[src/rtl/sync_fifo_fwft.sv]
// sync_fifo_fwft: single-clock first-word-fall-through FIFO with occupancy count,
// programmable almost-full/almost-empty flags, synchronous flush and sticky error flags.
module sync_fifo_fwft #(
  parameter int DSIZE     = 11,
  parameter int DEPTH     = 16,
  parameter int AFULL_TH  = 14,
  parameter int AEMPTY_TH = 2
) (
  input  logic                         clk,
  input  logic                         rst_n,
  input  logic                         clr,
  input  logic                         enq,
  input  logic [DSIZE-1:0]             d_in,
  output logic                         full_n,
  input  logic                         deq,
  output logic [DSIZE-1:0]             d_out,
  output logic                         empty_n,
  output logic [$clog2(DEPTH):0]       count,
  output logic                         almost_full,
  output logic                         almost_empty,
  output logic                         overflow,
  output logic                         underflow
);
  localparam int AW = $clog2(DEPTH);
  localparam int CW = AW + 1;
  if ((DEPTH < 2) || ((DEPTH & (DEPTH - 1)) != 0) || (AFULL_TH < 1) || (AFULL_TH > DEPTH) ||
      (AEMPTY_TH < 0) || (AEMPTY_TH > DEPTH - 1)) begin : g_bad_params
    $error("sync_fifo_fwft: DEPTH must be a power of two >= 2 and thresholds in range");
  end
  logic [DSIZE-1:0] r_mem [DEPTH];
  logic [AW-1:0]    r_wr_ptr, r_rd_ptr;
  logic [CW-1:0]    r_count;
  logic             r_overflow, r_underflow;
  logic             w_wr, w_rd;
  // acceptance is gated by the registered status, so a full FIFO never writes through on a pop
  assign w_wr = enq & full_n;
  assign w_rd = deq & empty_n;
  always_ff @(posedge clk) begin
    if (w_wr && !clr) r_mem[r_wr_ptr] <= d_in;
  end
  always_ff @(posedge clk or negedge rst_n) begin
    if (!rst_n) begin
      r_wr_ptr    <= '0;
      r_rd_ptr    <= '0;
      r_count     <= '0;
      r_overflow  <= 1'b0;
      r_underflow <= 1'b0;
    end else if (clr) begin
      r_wr_ptr    <= '0;
      r_rd_ptr    <= '0;
      r_count     <= '0;
      r_overflow  <= 1'b0;
      r_underflow <= 1'b0;
    end else begin
      if (w_wr) r_wr_ptr <= r_wr_ptr + AW'(1);
      if (w_rd) r_rd_ptr <= r_rd_ptr + AW'(1);
      if (w_wr && !w_rd) r_count <= r_count + CW'(1);
      if (w_rd && !w_wr) r_count <= r_count - CW'(1);
      if (enq && !full_n) r_overflow <= 1'b1;
      if (deq && !empty_n) r_underflow <= 1'b1;
    end
  end
  assign d_out        = r_mem[r_rd_ptr];
  assign count        = r_count;
  assign full_n       = r_count != CW'(DEPTH);
  assign empty_n      = r_count != '0;
  assign almost_full  = r_count >= CW'(AFULL_TH);
  assign almost_empty = r_count <= CW'(AEMPTY_TH);
  assign overflow     = r_overflow;
  assign underflow    = r_underflow;
endmodule

[config.mk]
export PLATFORM = sky130hd
export DESIGN_NAME = sync_fifo_fwft
export DESIGN_NICKNAME = d
export VERILOG_FILES = /design/src/rtl/sync_fifo_fwft.sv
export SDC_FILE = /design/constraint.sdc
export NUM_CORES = 1
export LEC_CHECK = 0
export BUFFER_PORTS_ARGS = -buffer_cell sky130_fd_sc_hd__buf_2
export CAP_MARGIN = 20
export CORE_AREA = 3 3 135 137
export CTS_CLUSTER_SIZE = 25
export DETAILED_ROUTE_END_ITERATION = 16
export DIE_AREA = 0 0 138 140
export GPL_TIMING_DRIVEN = 0
export REMOVE_ABC_BUFFERS = 1
export SETUP_SLACK_MARGIN = 0.15
export SLEW_MARGIN = 20
export SYNTH_ARGS = -nofsm -noshare
export SYNTH_HDL_FRONTEND = slang
export SYNTH_SLANG_ARGS = --single-unit
[constraint.sdc]
create_clock -name clk -period 5.23 [get_ports clk]
set_clock_uncertainty 0.15 [all_clocks]
set_input_delay 1.046 -clock clk [delete_from_list [all_inputs] [get_ports clk]]
set_output_delay 1.046 -clock clk [all_outputs]
set_load 0.01 [all_outputs]
# Yosys cells after proc, flatten, opt, wreduce, memory -nomap -nowiden
# Memory sizes are Yosys's and may differ from the RTL's.
# Cells that the tools add are included.
[word_totals]
word_cells = 44
ramBits = 176
mem_count = 1
ff_bits = 15
in_bits = 16
[classes]
add_sub_neg = 4
bitwise_logic = 2
order_cmp = 2
mux = 13
eq_ne = 1
n_reduce_logical = 16
[memory_table]
columns = ["name", "words", "width", "read_ports", "rd_ports_with_merged_regs", "wr", "line", "text"]
rows = [
  ["r_mem", 16, 11, 1, 0, 1, "30", "logic [DSIZE-1:0] r_mem [DEPTH];"],
]
[op_table]
columns = ["cell", "n"]
rows = [
  ["4-bit two-way mux", 4],
  ["5-bit two-way mux", 3],
  ["4-bit by 1-bit adder with 4-bit output (second input constant)", 2],
  ["2-bit nonzero test", 4],
  ["1-bit two-way mux", 6],
  ["5-bit by 1-bit adder with 5-bit output (second input constant)", 1],
  ["5-bit by 4-bit greater-or-equal comparator with 1-bit output (second input constant)", 1],
  ["5-bit by 2-bit <= comparator with 1-bit output (second input constant)", 1],
  ["1-bit logical AND", 5],
  ["1-bit logical NOT", 5],
  ["5-bit != test (second input constant)", 1],
  ["5-bit nonzero test", 1],
  ["5-bit by 1-bit subtractor with 5-bit output (second input constant)", 1],
  ["3-bit nonzero test", 1],
  ["1-bit bitwise AND", 2],
]

# Logic depth before layout (Yosys ltp)
# Gate-level depths: netlist of the first run.
[logic_depth]
word_depth = 7
mapped_depth = 10
ltp_nobuf = 8

# Least setup slack after synthesis of the first run
# OpenSTA, ideal clock, no wires.
[synth_timing]
path_type = "reg2out"
from = "register r_rd_ptr[0]"
to = "output d_out[0]"
path_slack_ns = 2.126
t_arrival_ns = 1.908
path_stages_with_launch = 5
required_time_ns = 4.034
path_cell_list = "dfrtp_1 -> buf_2 -> buf_2 -> mux4_2 -> mux4_2"
[synth_via]
elab_chain_len = 1
[synth_rtl]
columns = ["item", "line", "text"]
rows = [
  ["from (decl)", "31", "logic [AW-1:0] r_wr_ptr, r_rd_ptr;"],
  ["from (signal assigned)", "56", "if (w_rd) r_rd_ptr <= r_rd_ptr + AW'(1);"],
  ["memory 16 x 11 bit", "n/a", ""],
  ["to (decl)", "16", "output logic [DSIZE-1:0] d_out,"],
]
# No other way between the ends.

# Worst setup path in the final report of the first run
[layout_timing]
from = "register r_rd_ptr[0]"
to = "output d_out[2]"
# The elaborated chain is that of the path after synthesis.

==> Implementation_results.wiki, run 1 <==
{| class="wikitable"
! Metric !! Value
|-
| Largest fanout of any net on the critical path || 29
|-
| Max-cap violations || 0
|-
| Sequential-to-total area share from yosys stat || around three quarters
|-
| Data arrival time at the worst-slack endpoint || 2.75 ns
|-
| Antenna diode count || 0
|-
| Buffer count from post-CTS setup fixing || 0
|-
| Filler Cell Count || 1382
|-
| Outcome || finished clean
|-
| Cell with the largest stage delay on the worst path || dfrtp_4
|-
| Slew Limit Headroom || 28.1%
|-
| Number of global-route vias before repair || just under 4k
|-
| CP Cell Sequence || buf_12, mux4_2, mux4_2, buf_2
|-
| Setup repair after global routing missed its margin || false
|-
| Net count reported at finish || approximately 460
|-
| Least-Margin Pin Slew || roughly 1.1 ns
|-
| Adder and majority gate portion of the synthesized area || under 10%
|-
| Iteration count of the initial detailed-routing pass || 4
|-
| Die extent in x || 138 µm
|-
| TritonCTS clock tree || built
|-
| Syn-to-layout area delta || 16.1%
|-
| Number of cells on the critical path || 4
|-
| Final total negative setup slack || 0 ns
|-
| Global-route wire length before repair || 24700 µm
|-
| Drc violations || 0
|-
| Height of the chip || 140 µm
|-
| Area of all placed cells without fillers || roughly 9000 µm²
|-
| Total number of clock tree sinks || 191
|-
| Mux contribution to synthesized area || 16.8%
|-
| Leakage power figure || ~2.9 nW
|-
| Vias post-DR || 3775
|-
| Largest stage delay, worst path || approximately 0.83 ns
|-
| Worst IR Drop VDD || around 310 µV
|-
| Yosys reg bits || roughly 190
|-
| Number of synthesized flops with an enable pin || about 180
|-
| Bufs on Longest Clock Path || 2
|-
| Period Utilization, post-route || ~75%
|-
| Xor/xnor share of the synthesized area || less than 1%
|-
| Leading cell types in the layout, fill and taps excluded || edfxtp_1 (176), mux4_2 (55), buf_2 (37)
|-
| CTS buffer count || 17
|-
| Post-CTS Hold Fix Bufs || 0
|-
| Std-Cell Core Area || between 15000 and 20000 µm²
|-
| Number of library cell types mapped by synthesis || 44
|-
| # rows || between 40 and 50
|-
| Critical path required time || between 4 and 5 ns
|-
| Final weighted congestion in routability-driven placement || approximately 0.74
|-
| Total wirelength of the detailed-routed design || between 15000 and 20000 µm
|-
| Post-detailed-route via-to-cell ratio || between 5 and 6
|-
| Element type at the critical path start || register
|-
| Average routed wire per standard cell || approximately 24 µm
|-
| Placed cell area || ~8400 µm²
|-
| Warning count from the yosys run || 0
|-
| Pwr per Cell Area || roughly 440 nW/µm²
|-
| Input/output buffers || 37
|-
| Gr ovfl total || 0
|-
| Final setup violation count || 0
|-
| Type of the most critical hold path || register to register
|-
| Maximum number of pins on one net before global-route repair || between 40 and 50
|-
| Critical path's most frequent cell || mux4_2
|-
| Combined global-route utilization of all metal layers || approximately 17%
|-
| Cell depth of the worst flop-to-flop path || 6
|-
| Buf/Inv on CP || 2
|-
| Netlist Area Pre-Place || approximately 7700 µm²
|-
| Commonest non-fill, non-tap cell in the layout || edfxtp_1
|-
| Dominant combinational cell family by area after synthesis || multiplexers
|-
| Skew-Pair Late Insertion Delay || ~0.43 ns
|-
| Startpoint-to-endpoint class of the critical path || register to output pin
|-
| Syn Area/Cell || between 20 and 25 µm²
|-
| Most used DFF post-synth || edfxtp_1
|-
| Post-DRT Antenna Nets || 0
|-
| Number of antenna violations at the first check in global routing || 0
|-
| Floorplan die area || a little under 20000 µm²
|-
| Fraction of layout cells with a size suffix above 1 || 37.8%
|-
| Starting density of the core || between 40 and 50%
|-
| Starting DRC count in detailed routing || between 300 and 400
|-
| Fraction of the mapped netlist area in compound gates || under 10%
|-
| Number of H-tree branching levels || 4
|-
| Number of gates resized after CTS || 0
|-
| Final critical path time including I/O delays and setup || 3.94 ns
|-
| Synthesized-area fraction occupied by and/or/nand/nor cells || about 3.7%
|-
| Max Transition Viols Final || 0
|-
| Estimated wirelength of the detail-placed design || about 9900 µm
|-
| Max Freq || 0.254 GHz
|-
| Reg clk slew, reported paths || roughly 0.07 ns
|-
| CP endpoint kind || output pin
|-
| Cell family with the largest share of critical-path delay || multiplexers
|-
| Hold Path Depth || 2
|-
| Fin. Hold Viols || 0
|-
| Number of standard cells after synthesis || 378
|-
| Io pins || 38
|-
| Clock tree root driver cell || clkbuf_16
|-
| Async set or reset register ratio after synthesis || under 10%
|}
## cells in the mapped netlist, types with 4 or more instances
master	count	share of area [%]
inv_1	4	0.19
mux4_2	55	16
dfrtp_1	15	4.9
nor2_1	30	1.5
ha_1	7	1.1
a31oi_1	4	0.32
nand2_1	10	0.49
buf_2	7	0.45
edfxtp_1	176	68
o21ai_0	6	0.39
xor2_1	4	0.45
a21oi_1	5	0.32
clkbuf_1	9	0.44
## final cells by class
class                           instances  area [µm²]  area share (%)
Sequential cell                       191        5670            63.3
Multi-Input combinational cell        163        1980            22.1
Clock buffer                           23         498            5.56
Timing Repair Buffer                   54         430            4.80
Tap cell                              225         282            3.14
Clock inverter                          9        81.3           0.908
Inverter                                5        18.8           0.209
## report_power, final
part / internal [W] / switching (W) / leakage (nW)
combinational: 0.000442 / 0.000348 / 0.831
clock: 0.000718 / 0.000528 / 0.281
sequential: 0.00172 / 0.000163 / 1.78
## path summary, 6_finish.rpt
| path | slack [ns] | from | endpoint |
|---|---|---|---|
| setup / recovery | 1.29 | r_rd_ptr[0] | d_out[2] |
| hold / removal | 0.36 | overflow | overflow |
| setup reg to reg | 2.42 | count[1] | count[3] |
| hold reg to reg | 0.36 | overflow | overflow |
| max in group asynchronous | 4.25 | rst_n | r_rd_ptr[0] |
| min in group asynchronous | 0.38 | rst_n | count[2] |
## routing by layer
layer	vias up	track usage, %	share of wire, %
met5	-	0	0
met2	103	28.1	51
met3	17	3.28	4.5
met1	1995	23.9	43
met4	0	6.50	1.5
li1	1660	-	-
## stage by stage
stage / setup slack, ns / instances / total power, W / utilization, % / hold slack [ns]
2_1_floorplan: 1.00 / 359 / 0.00245 / - / 0.379
3_3_place_gp: 0.0638 / 621 / 0.00270 / 47.1 / 0.332
3_5_place_dp: 1.69 / 638 / 0.00272 / 48.8 / 0.348
4_1_cts: 1.22 / 670 / 0.00396 / 52.2 / 0.364
5_1_grt: 1.16 / 670 / 0.00410 / 52.2 / 0.379
6_report: 1.29 / 670 / 0.00392 / 52.2 / 0.360
## cell families (layout without fill, tap and decap cells)
kind of cell    after synthesis  after routing
flops                       191            191
fa+ha+maj                     7              7
mux                          60             60
compound gates               29             29
simple gates                 60             60
xor+xnor                      7              7
buf+inv                      24             91
## tightest hold or removal path: stages (launching register included)
cell and delay (ns):
dfrtp_1 0.35, a31oi_1 0.05, nor2_1 0.07
## flip-flops by register name (all words and copies together), names as in the netlist
| signal | cells |
|---|---|
| count | 5 |
| underflow | 1 |
| overflow | 1 |
| r_rd_ptr | 4 |
| r_wr_ptr | 4 |
| r_mem | 176 |
(Power assumes the default switching activity.)
==> run 2, diff against run 1 <==
==> constraint.sdc (replaced) <==
create_clock -name clk -period 3.56 [get_ports clk]
set_clock_uncertainty 0.15 [all_clocks]
set_input_delay 0.712 -clock clk [delete_from_list [all_inputs] [get_ports clk]]
set_output_delay 0.712 -clock clk [all_outputs]
set_load 0.01 [all_outputs]
==> Implementation_results.wiki, run 2 (synthesis results as in run 1) <==
{| class="wikitable"
! Metric !! Value
|-
| Final setup violation count || 0 (unchanged)
|-
| Least-Margin Pin Slew || 1.09 ns (was 1.08 ns)
|-
| Final weighted congestion in routability-driven placement || 0.738 (unchanged)
|-
| Total number of clock tree sinks || 191 (unchanged)
|-
| Leading cell types in the layout, fill and taps excluded || edfxtp_1 (176), mux4_2 (55), buf_2 (37) (unchanged)
|-
| Hold_ws || 0.0426 ns (was 0.360 ns)
|-
| Bufs on Longest Clock Path || 2 (unchanged)
|-
| Internal reg-to-reg setup slack || 0.76 ns (was 2.42 ns)
|-
| Number of antenna violations at the first check in global routing || 0 (unchanged)
|-
| Leakage power figure || 2.92 nW (was 2.90 nW)
|-
| Height of the chip || 140 µm (unchanged)
|-
| Element type at the critical path start || register (unchanged)
|-
| Buffer count from post-CTS setup fixing || 4 (was 0)
|-
| Outcome || finished clean (unchanged)
|-
| Commonest non-fill, non-tap cell in the layout || edfxtp_1 (unchanged)
|-
| CP endpoint kind || output pin (unchanged)
|-
| Fin. Hold Viols || 0 (unchanged)
|-
| Fraction of layout cells with a size suffix above 1 || 38.3% (was 37.8%)
|-
| Post-layout power || 0.00583 W (was 0.00392 W)
|-
| Post-DRT Antenna Nets || 0 (unchanged)
|-
| Post-CTS Hold Fix Bufs || 0 (unchanged)
|-
| Input/output buffers || 37 (unchanged)
|-
| Combined global-route utilization of all metal layers || 17.6% (was 17.4%)
|-
| Largest reg by FF count || r_mem (unchanged)
|-
| Clock tree root driver cell || clkbuf_16 (unchanged)
|-
| Final critical-path setup slack || 0.268 ns (was 1.29 ns)
|-
| Reg clk slew, reported paths || 0.07 ns (about the same)
|-
| Io pins || 38 (unchanged)
|-
| Net count reported at finish || 459 (was 455)
|-
| Drc violations || 0 (unchanged)
|-
| Number of gates resized after CTS || 0 (unchanged)
|-
| Die extent in x || 138 µm (unchanged)
|-
| Number of H-tree branching levels || 4 (unchanged)
|-
| Setup repair after global routing missed its margin || false (unchanged)
|-
| Antenna diode count || 0 (unchanged)
|-
| Max Transition Viols Final || 0 (unchanged)
|-
| Final critical path time including I/O delays and setup || between 3 and 4 ns
|-
| Critical path required time || 2.70 ns (was 4.03 ns)
|-
| Placed cell area || 8380 µm² (unchanged)
|-
| Vias post-DR || 3846 (was 3775)
|-
| Syn-to-layout area delta || 16.8% (was 16.1%)
|-
| Post-detailed-route via-to-cell ratio || 5.71 (was 5.63)
|-
| Largest fanout of any net on the critical path || 47 (was 29)
|-
| Estimated wirelength of the detail-placed design || 9930 µm (unchanged)
|-
| # rows || 48 (unchanged)
|-
| Startpoint-to-endpoint class of the critical path || register to output pin (unchanged)
|-
| Type of the most critical hold path || input pin to asynchronous set/reset pin (was register to register)
|-
| TritonCTS clock tree || built (unchanged)
|-
| Slew Limit Headroom || 27.6% (was 28.1%)
|-
| Max-cap violations || 0 (unchanged)
|-
| Number of global-route vias before repair || 4002 (was 3969)
|-
| Starting density of the core || 44.9% (unchanged)
|-
| Post-route core utilization || 52.5% (was 52.2%)
|-
| Gr ovfl total || 0 (unchanged)
|-
| Skew-Pair Late Insertion Delay || 0.43 ns (about the same)
|-
| Iteration count of the initial detailed-routing pass || 8 (was 4)
|-
| Worst setup timing slack at the placement stage || 0.358 ns (was 1.69 ns)
|-
| Worst IR Drop VDD || 461 µV (was 314 µV)
|-
| Global-route wire length before repair || 24900 µm (was 24700 µm)
|-
| Average routed wire per standard cell || 24.1 µm (was 24.0 µm)
|-
| Std-Cell Core Area || 17200 µm² (unchanged)
|-
| Filler Cell Count || 1374 (was 1382)
|-
| Starting DRC count in detailed routing || 334 (was 312)
|-
| Area of all placed cells without fillers || 9020 µm² (was 8960 µm²)
|-
| Maximum number of pins on one net before global-route repair || 48 (unchanged)
|-
| Max Freq || a little over 0.3 GHz
|-
| Total wirelength of the detailed-routed design || 16200 µm (was 16100 µm)
|-
| Period Utilization, post-route || just over 90%
|-
| CTS buffer count || 17 (unchanged)
|-
| Data arrival time at the worst-slack endpoint || 2.43 ns (was 2.75 ns)
|-
| Floorplan die area || 19300 µm² (unchanged)
|-
| Largest register FFs || 176 (unchanged)
|-
| Pwr per Cell Area || 646 nW/µm² (was 437 nW/µm²)
|}
run 2: cell types whose count changed in the layout (fill, tap and decap cells not counted):
cell    change
buf_4       +2
buf_12      +2
run 2: power breakdown:
| part | leakage [nW] | switching [W] | internal [W] |
|---|---|---|---|
| logic | 0.859 | 0.000601 | 0.000701 |
| clock network | 0.281 | 0.000776 | 0.00105 |
| registers | 1.78 | 0.000166 | 0.00253 |
run 2: worst max-delay path, cell delays in order, from the launching register on:
cell     delay, ns
dfrtp_4       0.89
mux4_2        0.42
mux4_2        0.51
buf_2         0.16
run 2: metrics by stage:
step | TNS, ns | cells
5_1_grt | 0 | 674
3_3_place_gp | -13.86 | 621
6_report | 0 | 674
2_1_floorplan | -3.65 | 359
3_5_place_dp | 0 | 638
4_1_cts | 0 | 674
run 2: layer usage:
metal | global-route usage [%] | routed length, µm
met1 | 24.1 | 7000
met2 | 28.5 | 8230
met3 | 3.21 | 671
met4 | 6.66 | 325
met5 | 0 | 0
run 2: worst paths after layout:
kind / start / endpoint / cells after the start
max in group asynchronous: rst_n / r_rd_ptr[0] / 1
worst max-delay path: r_rd_ptr[1] / d_out[9] / 3
worst min register to register: overflow / overflow / 2
worst max register to register: count[1] / count[3] / 6
min in group clk: overflow / overflow / 2
worst min-delay path: rst_n / count[2] / 1
run 2: area by class of cell:
cell class	instances	area (µm²)	share of cell area [%]
multi-input combinational	163	1980	22.0
timing repair buffer	58	485	5.38
sequential	191	5670	62.9
clock inverter	9	81.3	0.902
inverter	5	18.8	0.208
tap	225	282	3.12
clock buffer	23	498	5.52
